==> src/rtl/mem_lsu.sv <==
// Load/store stage between EX and WB: req/ack data bus with wait states, byte enables,
// load alignment/extension and a one-cycle exception pulse. Optional macro: MEM_MISALIGN_TRAP_EN.
module mem_lsu #(
  parameter int ADDR_W      = 32,
  parameter int REG_ADDR_W  = 5,
  parameter int TIMEOUT_CYC = 8
) (
  input  logic                  clk,
  input  logic                  arst_n,
  input  logic                  ex_valid_i,
  output logic                  ex_ready_o,
  input  logic [31:0]           instc_i,
  input  logic                  mem_rena_i,
  input  logic                  mem_wena_i,
  input  logic [ADDR_W-1:0]     mem_addr_i,
  input  logic [31:0]           mem_wdata_i,
  input  logic                  reg_wena_i,
  input  logic [REG_ADDR_W-1:0] reg_waddr_i,
  input  logic [31:0]           reg_wdata_i,
  output logic                  bus_req_o,
  output logic                  bus_we_o,
  output logic [ADDR_W-1:0]     bus_addr_o,
  output logic [3:0]            bus_be_o,
  output logic [31:0]           bus_wdata_o,
  input  logic                  bus_ack_i,
  input  logic                  bus_err_i,
  input  logic [31:0]           bus_rdata_i,
  output logic                  wb_valid_o,
  output logic [31:0]           instc_o,
  output logic                  reg_wena_o,
  output logic [REG_ADDR_W-1:0] reg_waddr_o,
  output logic [31:0]           reg_wdata_o,
  output logic                  exc_o,
  output logic [1:0]            exc_cause_o,
  output logic [ADDR_W-1:0]     exc_addr_o,
  output logic                  dbg_state_o
);

  typedef enum logic {S_IDLE = 1'b0, S_BUS = 1'b1} state_t;

  localparam int CNT_W   = $clog2(TIMEOUT_CYC + 2);
  localparam int TO_LAST = (TIMEOUT_CYC == 0) ? 0 : TIMEOUT_CYC - 1;
  localparam logic [ADDR_W-1:0] WORD_MASK = ~ADDR_W'(3);

  localparam logic [1:0] CAUSE_MISAL   = 2'd0;
  localparam logic [1:0] CAUSE_BUSERR  = 2'd1;
  localparam logic [1:0] CAUSE_TIMEOUT = 2'd2;
  localparam logic [1:0] CAUSE_ILLEGAL = 2'd3;

  state_t                  r_state;
  logic [CNT_W-1:0]        r_cnt;
  logic [2:0]              r_f3;
  logic [1:0]              r_lo;
  logic                    r_is_load;
  logic [REG_ADDR_W-1:0]   r_rd;
  logic [31:0]             r_instc;
  logic [ADDR_W-1:0]       r_maddr;

  logic [2:0]  w_f3;
  logic        w_accept;
  logic        w_is_mem;
  logic        w_ld_ok;
  logic        w_st_ok;
  logic        w_illegal;
  logic        w_trap_mis;
  logic [1:0]  w_lo;
  logic [3:0]  w_be;
  logic [31:0] w_wdata;
  logic        w_timeout;

  assign w_f3     = instc_i[14:12];
  assign w_accept = ex_valid_i & ex_ready_o;
  assign w_is_mem = mem_rena_i | mem_wena_i;
  assign w_ld_ok  = (w_f3 != 3'b011) && (w_f3 != 3'b110) && (w_f3 != 3'b111);
  assign w_st_ok  = (w_f3[2] == 1'b0) && (w_f3[1:0] != 2'b11);
  assign w_illegal = (mem_rena_i & mem_wena_i) |
                     (mem_rena_i & ~w_ld_ok) |
                     (mem_wena_i & ~w_st_ok);

`ifdef MEM_MISALIGN_TRAP_EN
  assign w_trap_mis = ((w_f3[1:0] == 2'b01) && mem_addr_i[0]) ||
                      ((w_f3[1:0] == 2'b10) && (mem_addr_i[1:0] != 2'b00));
`else
  assign w_trap_mis = 1'b0;
`endif

  // Low address bits after alignment: offending bits are cleared for half/word accesses.
  always_comb begin
    w_lo    = mem_addr_i[1:0];
    w_be    = 4'b1111;
    w_wdata = mem_wdata_i;
    case (w_f3[1:0])
      2'b00: begin
        w_be    = 4'b0001 << w_lo;
        w_wdata = {4{mem_wdata_i[7:0]}};
      end
      2'b01: begin
        w_lo    = {mem_addr_i[1], 1'b0};
        w_be    = 4'b0011 << w_lo;
        w_wdata = {2{mem_wdata_i[15:0]}};
      end
      default: w_lo = 2'b00;
    endcase
  end

  assign w_timeout   = (TIMEOUT_CYC != 0) && (r_cnt == CNT_W'(TO_LAST));
  assign dbg_state_o = r_state;

  function automatic logic [31:0] fmt_load(input logic [2:0] f3, input logic [1:0] lo,
                                           input logic [31:0] d);
    logic [7:0]  b;
    logic [15:0] h;
    case (lo)
      2'd0:    b = d[7:0];
      2'd1:    b = d[15:8];
      2'd2:    b = d[23:16];
      default: b = d[31:24];
    endcase
    h = lo[1] ? d[31:16] : d[15:0];
    case (f3)
      3'b000:  return {{24{b[7]}}, b};
      3'b001:  return {{16{h[15]}}, h};
      3'b100:  return {24'd0, b};
      3'b101:  return {16'd0, h};
      default: return d;
    endcase
  endfunction

  always_ff @(posedge clk or negedge arst_n) begin
    if (!arst_n) begin
      r_state     <= S_IDLE;
      r_cnt       <= '0;
      r_f3        <= '0;
      r_lo        <= '0;
      r_is_load   <= 1'b0;
      r_rd        <= '0;
      r_instc     <= '0;
      r_maddr     <= '0;
      ex_ready_o  <= 1'b1;
      bus_req_o   <= 1'b0;
      bus_we_o    <= 1'b0;
      bus_addr_o  <= '0;
      bus_be_o    <= '0;
      bus_wdata_o <= '0;
      wb_valid_o  <= 1'b0;
      instc_o     <= '0;
      reg_wena_o  <= 1'b0;
      reg_waddr_o <= '0;
      reg_wdata_o <= '0;
      exc_o       <= 1'b0;
      exc_cause_o <= '0;
      exc_addr_o  <= '0;
    end else begin
      wb_valid_o <= 1'b0;
      exc_o      <= 1'b0;
      case (r_state)
        S_IDLE: begin
          if (w_accept) begin
            if (!w_is_mem) begin
              wb_valid_o  <= 1'b1;
              instc_o     <= instc_i;
              reg_wena_o  <= reg_wena_i;
              reg_waddr_o <= reg_waddr_i;
              reg_wdata_o <= reg_wdata_i;
            end else if (w_illegal || w_trap_mis) begin
              wb_valid_o  <= 1'b1;
              exc_o       <= 1'b1;
              exc_cause_o <= w_illegal ? CAUSE_ILLEGAL : CAUSE_MISAL;
              exc_addr_o  <= mem_addr_i;
              instc_o     <= instc_i;
              reg_wena_o  <= 1'b0;
              reg_waddr_o <= reg_waddr_i;
            end else begin
              r_state     <= S_BUS;
              ex_ready_o  <= 1'b0;
              r_cnt       <= '0;
              r_f3        <= w_f3;
              r_lo        <= w_lo;
              r_is_load   <= mem_rena_i;
              r_rd        <= reg_waddr_i;
              r_instc     <= instc_i;
              r_maddr     <= mem_addr_i;
              bus_req_o   <= 1'b1;
              bus_we_o    <= mem_wena_i;
              bus_addr_o  <= mem_addr_i & WORD_MASK;
              bus_be_o    <= w_be;
              bus_wdata_o <= w_wdata;
            end
          end
        end
        S_BUS: begin
          // Error wins over ack; ack in the timeout cycle still completes normally.
          if (bus_err_i || bus_ack_i || w_timeout) begin
            r_state     <= S_IDLE;
            ex_ready_o  <= 1'b1;
            bus_req_o   <= 1'b0;
            wb_valid_o  <= 1'b1;
            instc_o     <= r_instc;
            reg_waddr_o <= r_rd;
            if (bus_err_i) begin
              exc_o       <= 1'b1;
              exc_cause_o <= CAUSE_BUSERR;
              exc_addr_o  <= r_maddr;
              reg_wena_o  <= 1'b0;
            end else if (bus_ack_i) begin
              reg_wena_o <= r_is_load;
              if (r_is_load) begin
                reg_wdata_o <= fmt_load(r_f3, r_lo, bus_rdata_i);
              end
            end else begin
              exc_o       <= 1'b1;
              exc_cause_o <= CAUSE_TIMEOUT;
              exc_addr_o  <= r_maddr;
              reg_wena_o  <= 1'b0;
            end
          end else begin
            r_cnt <= r_cnt + CNT_W'(1);
          end
        end
        default: r_state <= S_IDLE;
      endcase
    end
  end

endmodule

==> config.mk <==
export PLATFORM = sky130hd
export DESIGN_NAME = mem_lsu
export DESIGN_NICKNAME = d
export VERILOG_FILES = /design/src/rtl/mem_lsu.sv
export SDC_FILE = /design/constraint.sdc
export NUM_CORES = 1
export LEC_CHECK = 0
export ABC_AREA = 1
export ABC_CLOCK_PERIOD_IN_PS = 2100
export CAP_MARGIN = 5
export CELL_PAD_IN_SITES_DETAIL_PLACEMENT = 0
export CELL_PAD_IN_SITES_GLOBAL_PLACEMENT = 2
export CORE_UTILIZATION = 26
export DETAILED_ROUTE_END_ITERATION = 16
export PLACE_DENSITY = 0.91
export REMOVE_ABC_BUFFERS = 1
export SETUP_SLACK_MARGIN = 0.2
export SYNTH_ARGS = -nofsm -noshare
export SYNTH_HDL_FRONTEND = slang
export SYNTH_SLANG_ARGS = --single-unit
==> constraint.sdc <==
create_clock -name clk -period 2.1 [get_ports clk]
set_clock_uncertainty 0.2 [all_clocks]
set_input_delay 0.63 -clock clk [delete_from_list [all_inputs] [get_ports clk]]
set_output_delay 0.63 -clock clk [all_outputs]
set_load 0.1 [all_outputs]
==> results by group, run 1 <==
Layout
  – Fin nets: 2084
  – Util after Layout: 0.4541
  – Fin area: 19090 um2
  – Area Overhead vs Synth: 71.56%
  – Layout Cells excl Fill: 2470
  – Layout cells sized above 1: 0.2255

Drt
  – Vias/cell: 4.469
  – Drt first pass iters: 5
  – Initial DRC Count: 645
  – Post-Route WL: 40.84 mm
  – # DRC: 0
  – Post-DRT Antenna Nets: 0
  – WL/cell: 16.53 um
  – Routed vias: 11040

Worst setup path
  – Reg-to-Reg Start: ex_ready_o
  – Worst setup SP type: flip-flop
  – Critical Path AT: 1.33 ns
  – Start point of the critical path: dbg_state_o
  – CP max FO: 2
  – Critical Path RT: 1.27 ns
  – Crit end category: output pin
  – CP Class: flip-flop to output pin

Pwr
  – Pint: 8.128 mW
  – Reg power frac: 0.393
  – Clock network power share: 0.422
  – Total power draw: 11.42 mW
  – Leakage power: 9.407 nW
  – Comb pwr share: 0.185
  – Sw Pwr: 3.296 mW
  – VDD IR max: 0.0005677 V
  – Sw Ratio: 0.2885
  – Power Dens Cells: 598.4 nW/um2

Clocking
  – H-tree depth: 1
  – TritonCTS Buffers: 27
  – CTS tree: yes
  – CTS max path bufs: 3
  – Clock Latency Late Sink: 0.55 ns
  – Clock Sinks: 222
  – Reg clk slew, reported paths: 0.06 ns
  – Root Driver: clkbuf_16

Place
  – PortBufs: 348
  – Post-placement cell count: 2316
  – Post-place instance area: 17010 um2
  – DP HPWL: 27.64 mm
  – Final Wtd Congestion: 0.8303
  – Pre-CTS setup slack: -0.5534 ns

Logic synthesis
  – Most instantiated library cell after synthesis: nand2_1
  – Synth top area cells: dfrtp_1 50%, nand2_1 18%, o21ai_0 9.2%, inv_1 6.0%, buf_4 3.3%
  – Part of the Yosys area used for sequential elements: 0.4994
  – Warnings, synthesis: 0
  – Cell area after synthesis: 11130 um2
  – Post-synth ARST share: 1.000
  – Post-synthesis average cell area: 7.539 um2
  – #FFs+latches synth: 222
  – Cells after Synth: 1476
  – Post-synth top cells: 531 x nand2_1, 221 x dfrtp_1, 204 x o21ai_0
  – Number of flops mapped to enable cells by yosys: 0
  – Top FF cell, synth: dfrtp_1
  – Synth top area share: 0.4970
  – Yosys top cell by area: dfrtp_1
  – Post-synth cell types: 30

Global routing
  – Grt ovf: 0
  – Global Route Usage Sum: 0.1819
  – Largest net degree at the start of global routing: 55
  – First-pass GRT wire length: 62.73 mm
  – Number of global-route vias before repair: 10870
  – Initial antenna violation count: 5

Die
  – Core area: 42040 um2
  – Die Area: 43630 um2
  – Initial core utilization: 0.2647
  – Ports: 351
  – Chip height: 208.9 um
  – Die width: 208.9 um
  – Row count: 75

Timing
  – Unrepaired setup endpoints after global routing: yes
  – Setup TNS: -0.08207 ns
  – Period utilisation layout: 1.028
  – Final worst slack: -0.05792 ns
  – Worst slew margin: 0.5587
  – Final Hold Vio Count: 0
  – Final setup vio count: 2
  – Fmax: 463.4 MHz
  – Worst-Margin Slew: 0.6595 ns
  – Final number of max-transition violations: 0
  – Hold WS: 0.2843 ns
  – Post-route minimum period: 2.158 ns

Status
  – Status: finished with violations
  – Failing checks: setup timing

Hold path
  – Hold Crit Class: flip-flop to flip-flop
  – Worst hold path startpoint: r_instc[6]

Job
  – Max-cap viol count: 0
[placed cells by master, fill, tap and decap left out, drive strengths merged]
cell type and n:
a211oi 4, a21boi 4, a21oi 63, buf 345
bufinv 3, clkbuf 38, clkdlybuf4s50 166, clkinv 11
clkinvlp 2, conb 2, dfrtp 221, dfstp 1
diode 2, dlygate4sd2 3, dlygate4sd3 1, dlymetal6s2s 1
ha 1, inv 182, nand2 532, nand3 68
nand4 3, nor2 55, nor3 2, o211ai 12
o21ai 206, o21bai 1, o31ai 1, or2 1
[cell families (layout without fill, tap and decap cells)]
family,Yosys count,count (layout),synth area share
other,1,4,0.0003370
AND/OR/NAND/NOR,661,661,0.2336
adder cells (fa/ha/maj),1,1,0.001124
flip-flops,222,222,0.4994
AO/OA/AOI/OAI,291,291,0.1362
buffers and inverters,300,752,0.1294
[critical path, stage by stage, from the launching register on]
cell	delay, ns
dfrtp_4	0.48
buf_8	0.14
buf_12	0.16
[registers in the layout, summed over array words and instances, names as in the netlist, 2 cells and up]
| name | flops |
|---|---|
| bus_be_o | 4 |
| bus_wdata_o | 32 |
| exc_addr_o | 32 |
| exc_cause_o | 2 |
| instc_o | 32 |
| r_cnt | 4 |
| r_f3 | 2 |
| r_instc | 30 |
| r_lo | 2 |
| r_maddr | 31 |
| r_rd | 5 |
| reg_waddr_o | 5 |
| reg_wdata_o | 32 |
[final timing paths]
check | to | slack, ns | cells after the start
max | dbg_state_o | -0.06 | 2
min | r_instc[6] | 0.28 | 2
max reg2reg | reg_wdata_o[30] | 0.17 | 10
min reg2reg | r_instc[6] | 0.28 | 2
max in group asynchronous | exc_addr_o[25] | 0.65 | 3
min in group asynchronous | reg_wdata_o[11] | 0.39 | 2
[routing by layer]
layer | vias to the layer above | wire length, um | GRT usage
met5 | - | 42 | 0
met4 | 6 | 634 | 0.04057
met2 | 337 | 20090 | 0.3113
met1 | 5198 | 17210 | 0.2316
met3 | 48 | 2857 | 0.04268
li1 | 5450 | - | -
[repair_timing]
| action | CTS | global route |
|---|---|---|
| setup endpoints to repair | 364 | 394 |
| buffers inserted | 45 | 49 |
| hold buffers | 1 | 0 |
| pin swaps | 0 | 6 |
| endpoints found under the hold margin | 27 | 0 |
| gates cloned | 4 | 5 |
| gates resized for setup | 29 | 41 |
[layout make-up]
type                    instances  area, um2
clock buffers                  33      748.2
clock inverters                15      158.9
inverters                     183      704.4
multi-input cells             955       4244
well taps                     539      674.4
flip-flops and latches        222       5564
fillers                      3992      22950
diodes                          2      5.005
repair buffers                521       6990
[power groups by stage]
stage	Clock, mW	Sequential (mW)	Combinational [mW]
3_5_place_dp	0	4.57	2.06
5_1_grt	5.10	4.50	2.23
2_1_floorplan	0	5.23	0.270
6_report	4.82	4.49	2.11
4_1_cts	4.94	4.49	2.09
3_3_place_gp	0	4.57	2.06
(Power assumes the default switching activity.)
==> run 2, diff against run 1 <==
--- a/config.mk
+++ b/config.mk
@@ -13,7 +13,6 @@
 export CORE_UTILIZATION = 26
 export DETAILED_ROUTE_END_ITERATION = 16
 export PLACE_DENSITY = 0.91
-export REMOVE_ABC_BUFFERS = 1
 export SETUP_SLACK_MARGIN = 0.2
 export SYNTH_ARGS = -nofsm -noshare
 export SYNTH_HDL_FRONTEND = slang
==> run 2 against run 1 <==
- the flow still finishes with violations (setup timing)
- fmax decreased by 2.0%
- core utilization rose by 8.3 points
- combinational power is 5% higher
- worst setup slack lost 0.044 ns
- register-to-register slack lost 0.18 ns
- clock power is essentially flat
- sequential power is essentially flat
- sequential share of layout area decreased by 4.4 points
- count of clock-buffer cells in the layout rose by 3
- non-clock buffer count grew 109
- largest power group unchanged
- flip-flop and latch count is the same
- wire length grew 18%
==> results by group, run 2 (same netlist as run 1, synthesis figures left out) <==
Status
  – Failing checks: setup timing (unchanged)
  – Status: finished with violations (unchanged)

Layout
  – Fin area: 22590 um2 (was 19090 um2)
  – Fillers: 3663 (was 3992)
  – Util after Layout: 0.5374 (was 0.4541)
  – Most frequent cells in the layout: 323 x nand2_1, 211 x buf_12, 194 x dfrtp_1 (was 522 x nand2_1, 217 x dfrtp_1, 198 x o21ai_0)
  – Area Overhead vs Synth: 103.0% (was 71.56%)
  – Most common cell after layout, fill and taps aside: nand2_1 (unchanged)
  – Fin nets: 2194 (was 2084)
  – Layout cells sized above 1: 0.4284 (was 0.2255)

Hold path
  – Hold endpoint: r_instc[10] (was r_instc[6])
  – Worst hold path startpoint: r_instc[10] (was r_instc[6])
  – Hold Crit Class: flip-flop to flip-flop (unchanged)
  – Hold path depth: 2 (unchanged)

Timing
  – Fmax: 454.1 MHz (was 463.4 MHz)
  – Post-route minimum period: 2.202 ns (was 2.158 ns)
  – Unrepaired setup endpoints after global routing: yes (unchanged)
  – Final worst slack: -0.1024 ns (was -0.05792 ns)
  – Final setup vio count: 11 (was 2)
  – Final Hold Vio Count: 0 (unchanged)
  – Final number of max-transition violations: 0 (unchanged)
  – Period utilisation layout: 1.049 (was 1.028)
  – Worst-Margin Slew: 0.5391 ns (was 0.6595 ns)
  – Setup TNS: -0.2505 ns (was -0.08207 ns)
  – Worst slew margin: 0.6406 (was 0.5587)

Clocking
  – Reg clk slew, reported paths: 0.06 ns (about the same)
  – Clock Latency Late Sink: 0.55 ns (about the same)
  – CTS tree: yes (unchanged)
  – Clock Sinks: 222 (unchanged)
  – CTS max path bufs: 3 (unchanged)
  – TritonCTS Buffers: 27 (unchanged)
  – Root Driver: clkbuf_16 (unchanged)
  – H-tree depth: 1 (unchanged)

Place
  – Pre-CTS setup slack: -0.4623 ns (was -0.5534 ns)
  – PortBufs: 348 (unchanged)
  – DP HPWL: 27.32 mm (was 27.64 mm)
  – Final Wtd Congestion: 0.8156 (was 0.8303)
  – Post-place instance area: 17160 um2 (was 17010 um2)

Drt
  – Drt first pass iters: 4 (was 5)
  – Post-DRT Antenna Nets: 0 (unchanged)
  – Initial DRC Count: 402 (was 645)
  – Vias/cell: 4.617 (was 4.469)
  – # DRC: 0 (unchanged)
  – Routed vias: 11910 (was 11040)
  – WL/cell: 18.74 um (was 16.53 um)
  – Post-Route WL: 48.35 mm (was 40.84 mm)

Die
  – Row count: 75 (unchanged)
  – Die Area: 43630 um2 (unchanged)
  – Die width: 208.9 um (unchanged)
  – Chip height: 208.9 um (unchanged)
  – Ports: 351 (unchanged)
  – Core area: 42040 um2 (unchanged)
  – Initial core utilization: 0.2647 (unchanged)

Worst setup path
  – Reg-to-Reg Start: ex_ready_o (unchanged)
  – Crit end category: output pin (unchanged)
  – Flop2flop setup slack: -0.01 ns (was 0.17 ns)
  – Critical Path AT: 1.37 ns (was 1.33 ns)
  – Worst setup SP type: flip-flop (unchanged)
  – CP max FO: 3 (was 2)
  – Worst r2r path cells: 11 (was 10)
  – CP Class: flip-flop to output pin (unchanged)
  – Worst r2r dst: r_rd[1] (was reg_wdata_o[30])
  – Critical Path RT: 1.27 ns (about the same)

Pwr
  – Power Dens Cells: 511.5 nW/um2 (was 598.4 nW/um2)
  – VDD IR max: 0.0004478 V (was 0.0005677 V)
  – Leakage power: 10.82 nW (was 9.407 nW)
  – Total power draw: 11.56 mW (was 11.42 mW)

Global routing
  – Largest net degree at the start of global routing: 95 (was 55)
  – Initial antenna violation count: 4 (was 5)
  – Global Route Usage Sum: 0.1964 (was 0.1819)
  – Grt ovf: 0 (unchanged)
  – Number of global-route vias before repair: 11460 (was 10870)
  – First-pass GRT wire length: 66.85 mm (was 62.73 mm)

Job
  – Max-cap viol count: 0 (unchanged)
-- run 2: changes by cell type in the layout (fill, tap and decap cells not counted), moves of 18 or more --
cell | previous run | this run
dfrtp_1 | 217 | 194
o21ai_0 | 198 | 79
dfrtp_2 | 3 | 26
nand2_4 | 2 | 80
buf_6 | 8 | 27
nand2_2 | 7 | 126
nand2_1 | 522 | 323
buf_12 | 193 | 211
buf_16 | 5 | 31
o21ai_1 | 8 | 59
o21ai_2 | 0 | 64
-- run 2: what timing repair did --
action,CTS,global route
hold buffers,1,0
setup endpoints to repair,319,397
cloned,31,26
pin swaps,39,64
buffers inserted,70,79
endpoints found under the hold margin,29,0
gates resized for setup,371,348
-- run 2: through the flow --
stage	hold slack [ns]	instances
floorplan	0.1344	1477
global placement	0.2661	2323
detailed placement	0.2731	2323
CTS	0.2820	2472
global route	0.3178	2580
finish	0.2890	2580
-- run 2: where the power goes --
group | internal, mW | total [mW] | switching [mW]
Combinational | 0.896 | 2.21 | 1.31
Sequential | 4.38 | 4.50 | 0.121
Clock | 2.90 | 4.85 | 1.95
Total | 8.17 | 11.6 | 3.39
-- run 2: final cells by class --
type / instances / area [um2] / share of cell area
Tap cell: 539 / 674.4 / 0.02985
Multi-Input combinational cell: 956 / 5688 / 0.2518
Inverter: 183 / 724.4 / 0.03207
Timing Repair Buffer: 630 / 9001 / 0.3984
Sequential cell: 222 / 5597 / 0.2477
Antenna cell: 3 / 7.507 / 0.0003323
Clock buffer: 36 / 759.5 / 0.03362
Clock inverter: 11 / 140.1 / 0.006203
-- run 2: worst max path at each step --
stage / from / slack (ns) / endpoint / cells past startpoint
floorplan: ex_ready_o / 0.22 / exc_addr_o[10] / 8
CTS: dbg_state_o / -0.15 / dbg_state_o / 2
global route: dbg_state_o / -0.14 / dbg_state_o / 2
global placement: instc_i[14] / -0.43 / r_instc[25] / 9
detailed placement: instc_i[14] / -0.46 / r_instc[14] / 10
finish: dbg_state_o / -0.10 / dbg_state_o / 2
-- run 2: critical path, cell delays in order, from the launching register on --
cell	delay [ns]
dfrtp_4	0.50
buf_16	0.15
buf_16	0.16
-- run 2: metal layers --
metal / share of wire / up-vias / routed length [um] / track usage
met5: 0.00027 / - / 13 / 0
met4: 0.027 / 2 / 1307 / 0.05198
met3: 0.054 / 73 / 2620 / 0.04929
met2: 0.51 / 286 / 24760 / 0.3418
met1: 0.41 / 5835 / 19650 / 0.2404
li1: - / 5717 / - / -
